[config.mk]
export PLATFORM = sky130hd
export DESIGN_NAME = shot_pool_controller_flat
export DESIGN_NICKNAME = d
export VERILOG_FILES = /design/src/rtl/shot_pool_controller_if.sv /design/src/rtl/shot_pool_controller.sv /design/src/flat_wrapper.sv
export SDC_FILE = /design/constraint.sdc
export NUM_CORES = 1
export LEC_CHECK = 0
export ABC_CLOCK_PERIOD_IN_PS = 5900
export BUFFER_PORTS_ARGS = -buffer_cell sky130_fd_sc_hd__clkbuf_2
export CAP_MARGIN = 20
export CELL_PAD_IN_SITES_DETAIL_PLACEMENT = 0
export CELL_PAD_IN_SITES_GLOBAL_PLACEMENT = 1
export CORE_ASPECT_RATIO = 1.5
export CORE_MARGIN = 3
export CORE_UTILIZATION = 47
export CTS_BUF_LIST = sky130_fd_sc_hd__clkbuf_2
export DETAILED_ROUTE_END_ITERATION = 10
export GPL_TIMING_DRIVEN = 0
export PLACE_DENSITY_LB_ADDON = 0.1
export SYNTH_ARGS = -nofsm -noshare
export SYNTH_HDL_FRONTEND = slang
export SYNTH_SLANG_ARGS = --single-unit
[constraint.sdc]
create_clock -name clk -period 5.9 [get_ports clk]
set_input_delay 1.18 -clock clk [delete_from_list [all_inputs] [get_ports clk]]
set_output_delay 1.18 -clock clk [all_outputs]
set_load 0.005 [all_outputs]
[src/rtl/shot_pool_controller_if.sv]
// rtl/shot_pool_controller_if.sv - frame/fire/hit inputs and per-slot shot outputs of the shot pool
interface shot_pool_controller_if #(
    parameter int NUM_SHOTS = 4
);
    logic                     startOfFrame;
    logic                     fireReq;
    logic [10:0]              playerX;
    logic [10:0]              playerY;
    logic [NUM_SHOTS-1:0]     hitShot;
    logic [NUM_SHOTS-1:0]     shotActive;
    logic [NUM_SHOTS*11-1:0]  shotX;
    logic [NUM_SHOTS*11-1:0]  shotY;
    logic                     fireAccepted;
    logic                     poolFull;

    modport master (
        output startOfFrame, fireReq, playerX, playerY, hitShot,
        input  shotActive, shotX, shotY, fireAccepted, poolFull
    );

    modport slave (
        input  startOfFrame, fireReq, playerX, playerY, hitShot,
        output shotActive, shotX, shotY, fireAccepted, poolFull
    );
endinterface

[src/rtl/shot_pool_controller.sv]
// rtl/shot_pool_controller.sv - per-frame shot slot sequencer: move, retire, cooldown, spawn
// Optional SHOT_AUTOFIRE_EN: fire level (not edge) requests a shot.
module shot_pool_controller #(
    parameter int NUM_SHOTS       = 4,
    parameter int COOLDOWN_FRAMES = 8,
    parameter int SHOT_SPEED      = 4,
    parameter int SCREEN_TOP      = 0,
    parameter int SPAWN_DX        = 0
) (
    input  logic                     clk,
    input  logic                     resetN,
    shot_pool_controller_if.slave    bus
);

    typedef enum logic [1:0] {IDLE, MOVE, SPAWN} state_e;

    localparam logic [11:0] RETIRE_LIM = 12'(SCREEN_TOP + SHOT_SPEED);
    localparam logic [10:0] STEP       = 11'(SHOT_SPEED);
    localparam logic [10:0] DX         = 11'(SPAWN_DX);
    localparam logic [2:0]  LAST_IDX   = 3'(NUM_SHOTS - 1);

    state_e                state_q, state_d;
    logic [2:0]            idx_q, idx_d;
    logic [NUM_SHOTS-1:0]  active_q, active_d;
    logic [10:0]           x_q [NUM_SHOTS];
    logic [10:0]           x_d [NUM_SHOTS];
    logic [10:0]           y_q [NUM_SHOTS];
    logic [10:0]           y_d [NUM_SHOTS];
    logic [5:0]            cooldown_q, cooldown_d;
    logic                  pend_q, pend_d;
    logic                  acc_q, acc_d;
    logic                  fire_evt;
    logic                  free_found;
    logic [2:0]            free_idx;

`ifdef SHOT_AUTOFIRE_EN
    assign fire_evt = bus.fireReq;
`else
    logic fire_prev_q;

    always_ff @(posedge clk or negedge resetN) begin
        if (!resetN) fire_prev_q <= 1'b0;
        else         fire_prev_q <= bus.fireReq;
    end

    assign fire_evt = bus.fireReq & ~fire_prev_q;
`endif

    // Lowest free slot wins: scan downward so the smallest index is written last.
    always_comb begin
        free_found = 1'b0;
        free_idx   = '0;
        for (int i = NUM_SHOTS - 1; i >= 0; i--) begin
            if (!active_q[i]) begin
                free_found = 1'b1;
                free_idx   = 3'(i);
            end
        end
    end

    always_comb begin
        state_d    = state_q;
        idx_d      = idx_q;
        active_d   = active_q;
        x_d        = x_q;
        y_d        = y_q;
        cooldown_d = cooldown_q;
        pend_d     = pend_q;
        acc_d      = 1'b0;

        case (state_q)
            IDLE: begin
                if (bus.startOfFrame) begin
                    state_d = MOVE;
                    idx_d   = '0;
                end
            end
            MOVE: begin
                for (int i = 0; i < NUM_SHOTS; i++) begin
                    // A same-cycle hit takes precedence, so the position is left frozen.
                    if (idx_q == 3'(i) && active_q[i] && !bus.hitShot[i]) begin
                        if ({1'b0, y_q[i]} < RETIRE_LIM) active_d[i] = 1'b0;
                        else                             y_d[i]      = y_q[i] - STEP;
                    end
                end
                if (idx_q == LAST_IDX) begin
                    state_d = SPAWN;
                    idx_d   = '0;
                end else begin
                    idx_d = idx_q + 3'd1;
                end
            end
            SPAWN: begin
                if (cooldown_q != '0) begin
                    cooldown_d = cooldown_q - 6'd1;
                end else if (pend_q && free_found) begin
                    for (int i = 0; i < NUM_SHOTS; i++) begin
                        if (free_idx == 3'(i)) begin
                            active_d[i] = 1'b1;
                            x_d[i]      = bus.playerX + DX;
                            y_d[i]      = bus.playerY;
                        end
                    end
                    cooldown_d = 6'(COOLDOWN_FRAMES);
                    pend_d     = 1'b0;
                    acc_d      = 1'b1;
                end
                state_d = IDLE;
            end
            default: state_d = IDLE;
        endcase

        if (fire_evt) pend_d = 1'b1;

        // Hits only retire slots that were already live; a slot spawning now is unaffected.
        for (int i = 0; i < NUM_SHOTS; i++) begin
            if (bus.hitShot[i] && active_q[i]) active_d[i] = 1'b0;
        end
    end

    always_ff @(posedge clk or negedge resetN) begin
        if (!resetN) begin
            state_q    <= IDLE;
            idx_q      <= '0;
            active_q   <= '0;
            cooldown_q <= '0;
            pend_q     <= 1'b0;
            acc_q      <= 1'b0;
            for (int i = 0; i < NUM_SHOTS; i++) begin
                x_q[i] <= '0;
                y_q[i] <= '0;
            end
        end else begin
            state_q    <= state_d;
            idx_q      <= idx_d;
            active_q   <= active_d;
            cooldown_q <= cooldown_d;
            pend_q     <= pend_d;
            acc_q      <= acc_d;
            x_q        <= x_d;
            y_q        <= y_d;
        end
    end

    always_comb begin
        bus.shotX = '0;
        bus.shotY = '0;
        for (int i = 0; i < NUM_SHOTS; i++) begin
            bus.shotX[11*i +: 11] = x_q[i];
            bus.shotY[11*i +: 11] = y_q[i];
        end
    end

    assign bus.shotActive   = active_q;
    assign bus.fireAccepted = acc_q;
    assign bus.poolFull     = &active_q;

endmodule
[src/flat_wrapper.sv]
// flat-port wrapper written by rule: the top's interface ports become plain ports
module shot_pool_controller_flat 
#(
    parameter int NUM_SHOTS       = 4,
    parameter int COOLDOWN_FRAMES = 8,
    parameter int SHOT_SPEED      = 4,
    parameter int SCREEN_TOP      = 0,
    parameter int SPAWN_DX        = 0
)
  (clk, resetN, bus_startOfFrame, bus_fireReq, bus_playerX, bus_playerY, bus_hitShot, bus_shotActive, bus_shotX, bus_shotY, bus_fireAccepted, bus_poolFull);
  shot_pool_controller_if #(.NUM_SHOTS(NUM_SHOTS)) bus_i ();
  input  logic clk;
  input  logic resetN;
  input wire logic [$bits(bus_i.startOfFrame)-1:0] bus_startOfFrame;
  input wire logic [$bits(bus_i.fireReq)-1:0] bus_fireReq;
  input wire logic [$bits(bus_i.playerX)-1:0] bus_playerX;
  input wire logic [$bits(bus_i.playerY)-1:0] bus_playerY;
  input wire logic [$bits(bus_i.hitShot)-1:0] bus_hitShot;
  output wire logic [$bits(bus_i.shotActive)-1:0] bus_shotActive;
  output wire logic [$bits(bus_i.shotX)-1:0] bus_shotX;
  output wire logic [$bits(bus_i.shotY)-1:0] bus_shotY;
  output wire logic [$bits(bus_i.fireAccepted)-1:0] bus_fireAccepted;
  output wire logic [$bits(bus_i.poolFull)-1:0] bus_poolFull;
  assign bus_i.startOfFrame = bus_startOfFrame;
  assign bus_i.fireReq = bus_fireReq;
  assign bus_i.playerX = bus_playerX;
  assign bus_i.playerY = bus_playerY;
  assign bus_i.hitShot = bus_hitShot;
  assign bus_shotActive = bus_i.shotActive;
  assign bus_shotX = bus_i.shotX;
  assign bus_shotY = bus_i.shotY;
  assign bus_fireAccepted = bus_i.fireAccepted;
  assign bus_poolFull = bus_i.poolFull;
  shot_pool_controller #(.NUM_SHOTS(NUM_SHOTS), .COOLDOWN_FRAMES(COOLDOWN_FRAMES), .SHOT_SPEED(SHOT_SPEED), .SCREEN_TOP(SCREEN_TOP), .SPAWN_DX(SPAWN_DX)) u_core (.clk(clk), .resetN(resetN), .bus(bus_i));
endmodule
# After elaboration in Yosys (flattened, before gate mapping)
# Index checks and enable logic that the tools add are counted.
dict set report totals {
  wordCells 180
  mem_count 0
  ram_bits 0
  ff_bits 106
  in_bits 30
  output_inout_bits 94
  romBits 0
  latch_bits 0
}
dict set report op_classes {
  n_addsub 6
  eq_ne 45
  n_mul 0
  div_mod_pow 0
  order_cmp 4
  n_shift 0
  bitwise 3
  muxes 57
  n_reduce_logical 47
}
# op n
set ops {}
lappend ops {{$mux 11} 12}
lappend ops {{$mux 44} 2}
lappend ops {{$pmux 44 s2} 1}
lappend ops {{$ne 3x1->1 const B} 16}
lappend ops {{$reduce_and 6->1} 8}
lappend ops {{$lt 11x3->1 const B} 4}
lappend ops {{$sub 11x3->11 const B} 4}
lappend ops {{$mux 1} 27}
lappend ops {{$ne 2x1->1 const B} 11}
lappend ops {{$reduce_and 4->1} 5}
lappend ops {{$logic_and 1x1->1} 13}
lappend ops {{$mux 2} 6}
lappend ops {{$mux 6} 2}
lappend ops {{$ne 2x2->1 const B} 6}
lappend ops {{$ne 3x3->1 const B} 4}
lappend ops {{$reduce_bool 3->1} 4}
lappend ops {{$reduce_bool 2->1} 5}
lappend ops {{$mux 4} 2}
lappend ops {{$pmux 4 s2} 1}
lappend ops {{$eq 2x2->1 const B} 3}
lappend ops {{$eq 3x2->1 const B} 2}
lappend ops {{$logic_not 3->1} 2}
lappend ops {{$mux 3} 2}
lappend ops {{$pmux 3 s2} 1}
lappend ops {{12 further kinds} 19}

# Longest topological paths before layout
# Gate-level depths: netlist of run 1.
dict set report logic_depth {
  depth_word 10
  mapped_depth 9
  ltp_nobuf 9
}

# Least setup slack after synthesis of run 1
# No wires, ideal clock.
dict set report synth_timing {
  kind {input to register}
  start {input bus_hitShot[2]}
  end {register u_core.y_q, in the netlist u_core.bus.shotY[30]}
  path_slack_ps 3399
  setup_time_ps 121
  arrival_time_ps 2380
  stages 6
  required_ps 5779
  n_path_buf 1
  path_cell_list {or4bb_1 -> nand2_1 -> and4_1 -> buf_4 -> o21ai_1 -> a22o_1}
}
dict set report synth_between {
  elab_chain_len 4
}
# item line_no
set synth_rtl {}
lappend synth_rtl {{start: declaration} flat_wrapper.sv:18} ;# input wire logic [$bits(bus_i.hitShot)-1:0] bus_hitShot;
lappend synth_rtl {{$logic_not 1->1} shot_pool_controller.sv:81} ;# if (idx_q == 3'(i) && active_q[i] && !bus.hitShot[i]) begin
lappend synth_rtl {{$logic_and 1x1->1} shot_pool_controller.sv:81}
lappend synth_rtl {{$ne 2x1->1 (no line)} --}
lappend synth_rtl {{$reduce_and 6->1 (no line)} --}
lappend synth_rtl {{end signal: assignment} shot_pool_controller.sv:141} ;# y_q <= y_d;
lappend synth_rtl {{end: declaration} shot_pool_controller.sv:27} ;# logic [10:0] y_q [NUM_SHOTS];
# Every way passes these cells.
# A chain may end at the register's enable or synchronous reset.

# Final worst setup path of run 1
dict set report layout_timing {
  start {register u_core.state_q[1]}
  end {register u_core.y_q, in the netlist u_core.bus.shotY[28]}
}
dict set report layout_between {
  elab_chain_len 3
  word_cells_on_any_way 10
  classes_between {7 x eq/ne; 1 x mux; 2 x reduce/logical}
}
# item line_no
set layout_rtl {}
lappend layout_rtl {{start: declaration} shot_pool_controller.sv:22} ;# state_e state_q, state_d;
lappend layout_rtl {{start signal: assignment} shot_pool_controller.sv:134} ;# state_q <= state_d;
lappend layout_rtl {{$eq 2x2->1 or $eq 2x1->1 (tied branches)} shot_pool_controller.sv:71} ;# case (state_q)
lappend layout_rtl {{$ne 2x1->1 (no line), or another cell as far along} --}
lappend layout_rtl {{$reduce_and 6->1 (no line)} --}
# Parallel ways exist; a longest one is shown, timed or not.

==> results of run 1 <==
cells in the mapped netlist, drive strengths merged (3+ instances only):
| library cell | instances | share of area [%] |
|---|---|---|
| a22o | 7 | 1.1 |
| a31oi | 4 | 0.47 |
| nand2 | 32 | 2.2 |
| a21oi | 25 | 2.3 |
| nand4 | 9 | 1.0 |
| ha | 14 | 3.3 |
| or3 | 8 | 0.93 |
| o21ai | 39 | 3.6 |
| nor2 | 25 | 1.7 |
| o31a | 3 | 0.49 |
| nor3 | 18 | 1.7 |
| clkbuf | 14 | 0.98 |
| or2 | 4 | 0.47 |
| o21a | 5 | 0.70 |
| mux2 | 56 | 12 |
| nor3b | 3 | 0.42 |
| a21o | 3 | 0.42 |
| nand3 | 21 | 2.0 |
| dfrtp | 106 | 49 |
| o21bai | 3 | 0.42 |
| nand2b | 10 | 1.2 |
| or4 | 7 | 0.98 |
| inv | 25 | 1.7 |
| buf | 7 | 0.84 |
| nor4bb | 3 | 0.56 |
| and2 | 3 | 0.35 |
| nor4 | 5 | 0.58 |
| mux2i | 11 | 2.0 |
placed cells by master (no fill, tap or decap), drive strengths merged, types with 3 or more instances in the layout:
master  synthesis  routed
a21o            3       3
a21oi          25      25
a22o            7       7
a31oi           4       4
and2            3       3
buf             7       7
clkbuf         14     146
clkinv          1       3
dfrtp         106     106
ha             14      14
inv            25      30
mux2           56      56
mux2i          11      11
nand2          32      32
nand2b         10      10
nand3          21      21
nand4           9       9
nor2           25      25
nor3           18      18
nor3b           3       3
nor4            5       5
nor4bb          3       3
o21a            5       5
o21ai          39      39
o21bai          3       3
o31a            3       3
or2             4       4
or3             8       8
or4             7       7
power groups by stage:
stage	clock network, µW	registers [µW]	logic [µW]
floorplan	0	1120	838
finish	349	1130	1280
global route	382	1170	1420
detailed placement	0	1150	1280
global placement	0	1130	1260
CTS	357	1130	1290
critical path, cell delays in order (launching register included):
cell and delay [ns]:
dfrtp_1 0.47, inv_1 0.11, ha_1 0.15, clkbuf_1 0.45, clkinv_1 0.44, or4_1 0.66
nand4_1 0.33, a21oi_1 0.07, a211o_1 0.23
metrics by stage:
| stage | std cells | hold WS [ns] | area, µm² |
|---|---|---|---|
| floorplan | 508 | 0.3996 | 5380 |
| global placement | 778 | 0.4119 | 6180 |
| detailed placement | 778 | 0.4307 | 6188 |
| CTS | 794 | 0.4733 | 6300 |
| global route | 795 | 0.5299 | 6302 |
| finish | 795 | 0.4671 | 6302 |
sequential cells by signal, summed over array words and instances, names as in the netlist:
| register | flops |
|---|---|
| u_core.cooldown_q | 6 |
| u_core.state_q | 2 |
| u_core.bus.shotX | 44 |
| u_core.pend_q | 1 |
| u_core.fire_prev_q | 1 |
| u_core.bus.shotY | 44 |
| u_core.bus.fireAccepted | 1 |
| u_core.bus.shotActive | 4 |
| u_core.idx_q | 3 |
logic make-up after synthesis:
kind of cell / after synthesis / share of synthesized area, %
AO/OA/AOI/OAI: 116 / 14.33
XOR/XNOR: 1 / 0.1628
adder cells (fa/ha/maj): 14 / 3.256
buffers and inverters: 47 / 3.628
flip-flops: 106 / 49.30
multiplexers: 67 / 13.77
AND/OR/NAND/NOR: 157 / 15.56
final cells by class:
type / instances / area (µm²) / share of cell area, %
Sequential cell: 106 / 2653 / 42.09
Multi-Input combinational cell: 355 / 2532 / 40.18
Timing Repair Buffer: 123 / 624.3 / 9.907
Tap cell: 147 / 183.9 / 2.918
Buffer: 21 / 97.59 / 1.549
Inverter: 26 / 97.59 / 1.549
Clock inverter: 7 / 66.31 / 1.052
Clock buffer: 9 / 45.04 / 0.7147
Antenna cell: 1 / 2.502 / 0.03971
worst max path at each step:
stage,from,end
after global placement,resetN,u_core.bus.shotX[26]$_DFFE_PN0P_
after detailed placement,u_core.state_q[1]$_DFFE_PN0P_,u_core.bus.shotY[29]$_DFFE_PN0P_
after CTS,u_core.bus.shotActive[3]$_DFFE_PN0P_,bus_poolFull
after floorplan,bus_hitShot[2],u_core.bus.shotY[30]$_DFFE_PN0P_
after global routing,u_core.state_q[1]$_DFFE_PN0P_,u_core.bus.shotY[26]$_DFFE_PN0P_
final,u_core.state_q[1]$_DFFE_PN0P_,u_core.bus.shotY[28]$_DFFE_PN0P_
per-layer routing:
layer / routed length, µm / up-vias
met5: 0 / -
met4: 412 / 0
met3: 997 / 28
met2: 7809 / 169
met1: 5678 / 2283
li1: - / 2143
==> reports/metrics.cfg, run 1 <==
[status]
status=completed

[grt]
use_met2_pct=42.74
grt_start_max_net_pins=107
grt_remaining_overflow=0
antenna_found_initial=1
use_met3_pct=4.785
first_global_vias=4566
grt_busiest_layer=met2
grt_pass1_wl_mm=23.45
grt_usage_pct=23.67
grt_util_met1_pct=26.70

[worst_setup_path]
cp_max_fo=10
reg2reg_slack_ns=2.94
reg2regPathDepth=8
required_ns=6.47
reg2reg_from=u_core.state_q[1]$_DFFE_PN0P_
path_class=register to register
start_kind=register
r2r-end=u_core.bus.shotY[28]$_DFFE_PN0P_
crit_path_end_kind=register
cp.arrival_ns=3.52

[min_path]
hold_depth=1
hold_class=register to register
whs_endpoint=u_core.pend_q$_DFFE_PN0P_
hold_path.startpoint=u_core.fire_prev_q$_DFF_PN0_

[clock_network]
ctsResizeCount=0
cts_buffer_depth=2
cts_sinks=106
ctsRootBufferMaster=clkbuf_2
postCtsHoldBufs=0
clk_pin_slew_ns=0.31
cts_tree=built
clkLatencyLatePin_ns=0.65
htree_levels=3
cts_buffers=9
post_cts_buffers=0

[route]
drt_pre_antenna_iters=5
vias=4623
drc_errors=0
ant_nets=0
via_per_inst=5.815
avgRoutedWirePerCell_um=18.74
drt_iter0_drc=210
wirelength_mm=14.90

[run]
max-cap-violations=0

[floorplanning]
core_mm2=0.01111
boundaryPins=124
die-width_um=93.36
die_h_um=137.0
dieArea_mm2=0.01279
start_util_pct=48.41
rows=47

[power]
ir_worst_vdd_v=0.0002082
power.internal_uw=1571
pwr-share-clk_pct=12.6
leakagePower_uw=0.002971
comb_power_share_pct=46.4
switching_power_uw=1196
swShare_pct=43.22
power_frac_seq_pct=41.0
power_density_mw_per_mm2=439.1
total_power_uw=2767

[placed_design]
place_congestion=0.8561
dpl.hpwl_mm=11.09
port_buffers=123
pre_cts_ws_ns=3.004

[cells_and_area]
syn2layout_area_growth_pct=17.14
fin_util_pct=56.70
drive_gt1_share_pct=32.30
fin_nets=686
nFillCells=1018

[yosys]
syn_area_mm2=0.005380
async_flop_share_pct=100.0
ys.flop_type=dfrtp_1
syn_area_per_cell_um2=10.59
synthCells=508
synth_edf_count=0
syn_nets=552
ys_seq_elements=106
synth_cell_types=63
yosysWarnings=0
seq_area_frac_synth_pct=49.30

[timing]
fmax_mhz=338.1
fin_crit_sh_pct=50.14
fin_skew_ns=0.03040
drv_slew=0
hold_viol=0
tightestPinTransition_ns=0.8590
finalCriticalPeriod_ns=2.958
setup_tns_ns=0
slew_headroom_pct=42.74
grt_setup_unrepaired=false
layout_setup_ws_ns=2.942
setup_viol=0

No activity file was read; power rests on OpenSTA's default activity.
==> run 2: changes to the inputs <==
Settings changed: ABC_CLOCK_PERIOD_IN_PS 5900 to 3000, CORE_UTILIZATION 47 to 43.
Clock period 5.9 ns to 3 ns, I/O delays scaled along.
==> reports/metrics.cfg, run 2 (synthesized netlist as in run 1, its figures left out) <==
[clock_network]
cts_tree=built
htree_levels=3  ; unchanged
clk_pin_slew_ns=0.31  ; about the same
ctsResizeCount=0  ; unchanged
clkLatencyLatePin_ns=0.62  ; -0.03 ns
cts_sinks=106  ; unchanged
postCtsHoldBufs=0  ; unchanged
ctsRootBufferMaster=clkbuf_2
post_cts_buffers=0  ; unchanged
cts_buffers=9  ; unchanged
cts_buffer_depth=2  ; unchanged

[cells_and_area]
multiInputGateArea_mm2=0.002532  ; unchanged
drive_gt1_share_pct=32.82  ; +0.51 points
regArea_mm2=0.002653  ; unchanged
mostFrequentLayoutCells=clkbuf_2 (133), dfrtp_1 (106), mux2_2 (56)
final_common_cell=clkbuf_2
syn2layout_area_growth_pct=17.35
fin_nets=685  ; -0.15%
design_area_mm2=0.006314  ; +0.18%
nFillCells=1171  ; +15%

[placed_design]
pre_cts_ws_ns=0.08173  ; -2.922 ns
port_buffers=123  ; unchanged
dpl.hpwl_mm=11.23  ; +1.2%
placed_area_mm2=0.006196  ; +0.12%
place_congestion=0.8679  ; +1.4%

[worst_setup_path]
crit_path_end_kind=register
path_class=register to register
cp.arrival_ns=3.29  ; -0.23 ns
cp_max_fo=10  ; unchanged
start_kind=register
required_ns=3.52  ; -2.95 ns

[floorplanning]
start_util_pct=44.32  ; -4.1 points
die_h_um=143.0  ; +4.3%
core_mm2=0.01214  ; +9.2%
dieArea_mm2=0.01392  ; +8.8%
boundaryPins=124  ; unchanged
die-width_um=97.33  ; +4.3%
rows=49  ; +4.3%

[timing]
fmax_mhz=361.6  ; +7.0%
fin_crit_sh_pct=92.18  ; +42 points
tightestPinTransition_ns=0.8795  ; +0.02051 ns
drv_slew=0  ; unchanged
slew_headroom_pct=41.37  ; -1.4 points
fin_skew_ns=0.02977  ; -0.0006257 ns
layout_setup_ws_ns=0.2348  ; -2.707 ns
hold_ws_ns=-0.004791  ; -0.4719 ns
hold_viol=5  ; +5
setup_viol=0  ; unchanged
setup_tns_ns=0  ; unchanged
finalCriticalPeriod_ns=2.765  ; -0.1927 ns
grt_setup_unrepaired=false

[route]
drc_errors=0  ; unchanged
via_per_inst=5.645  ; -2.9%
drt_iter0_drc=210  ; unchanged
wirelength_mm=15.09  ; +1.3%
vias=4516  ; -2.3%
drt_pre_antenna_iters=5  ; unchanged
avgRoutedWirePerCell_um=18.86  ; +0.66%
ant_nets=0  ; unchanged

[grt]
grt_remaining_overflow=0  ; unchanged
first_global_vias=4616  ; +1.1%
grt_pass1_wl_mm=24.47  ; +4.4%
antenna_found_initial=1  ; unchanged
grt_start_max_net_pins=107  ; unchanged
grt_usage_pct=22.11  ; -1.6 points

[run]
max-cap-violations=0  ; unchanged

[status]
status=complete, but fails checks
violations=hold timing

[min_path]
hold_class=input port to async pin

[power]
leakagePower_uw=0.002967  ; -0.12%
total_power_uw=5418  ; +96%
ir_worst_vdd_v=0.0003404  ; +63%
power_density_mw_per_mm2=858.2  ; +95%

[run 2: cell types whose count changed in the layout (fill, tap and decap cells not counted), sizes merged]
cell | previous run | this run
buf | 7 | 6
clkbuf | 146 | 147
clkinvlp | 0 | 2
inv | 30 | 28
clkinv | 3 | 2
[run 2: per-layer routing]
layer | part of all wire [%] | GRT usage, % | vias to the layer above
met5 | 0 | 0 | -
met4 | 3.5 | 9.190 | 0
met3 | 6.7 | 5.816 | 31
met2 | 51 | 38.46 | 158
met1 | 39 | 26.02 | 2202
li1 | - | - | 2125
[run 2: through the flow]
step,instances,util (%)
final,800,52.01
after global routing,800,52.01
after CTS,800,51.96
after detailed placement,784,51.04
after global placement,784,50.97
after floorplan,508,-
[run 2: worst max-delay path, stage by stage, from the launching register on]
cell	delay [ns]
dfrtp_1	0.46
inv_1	0.10
ha_1	0.19
or4b_4	0.52
o41ai_4	0.54
o211ai_2	0.33
buf_2	0.28
o21ai_0	0.15
o21ai_0	0.09
[run 2: final timing paths]
path                                                   from                               end  slack (ns)  depth (start not counted)
max in group asynchronous                            resetN  u_core.cooldown_q[3]$_DFFE_PN0P_        2.36                          1
setup reg to reg           u_core.cooldown_q[0]$_DFFE_PN0P_   u_core.bus.shotY[6]$_DFFE_PN0P_        0.23                          8
setup / recovery           u_core.cooldown_q[0]$_DFFE_PN0P_   u_core.bus.shotY[6]$_DFFE_PN0P_        0.23                          8
hold reg to reg                u_core.fire_prev_q$_DFF_PN0_         u_core.pend_q$_DFFE_PN0P_        0.45                          1
min in group clk                                bus_fireReq      u_core.fire_prev_q$_DFF_PN0_        0.08                          1
hold / removal                                       resetN  u_core.bus.shotY[19]$_DFFE_PN0P_      -0.005                          1
[run 2: area by class of cell]
class                           instances  area share [%]
Clock inverter                          6          0.9711
Timing Repair Buffer                  123           9.889
Inverter                               26           1.605
Tap cell                              153           3.032
Clock buffer                           10          0.7927
Antenna cell                            1         0.03964
Multi-Input combinational cell        355           40.11
Buffer                                 20           1.546
Sequential cell                       106           42.01
[run 2: power breakdown]
group / internal, µW / switching (µW) / total (µW)
Clock: 135 / 525 / 661
Combinational: 1130 / 1400 / 2530
Sequential: 1830 / 402 / 2230
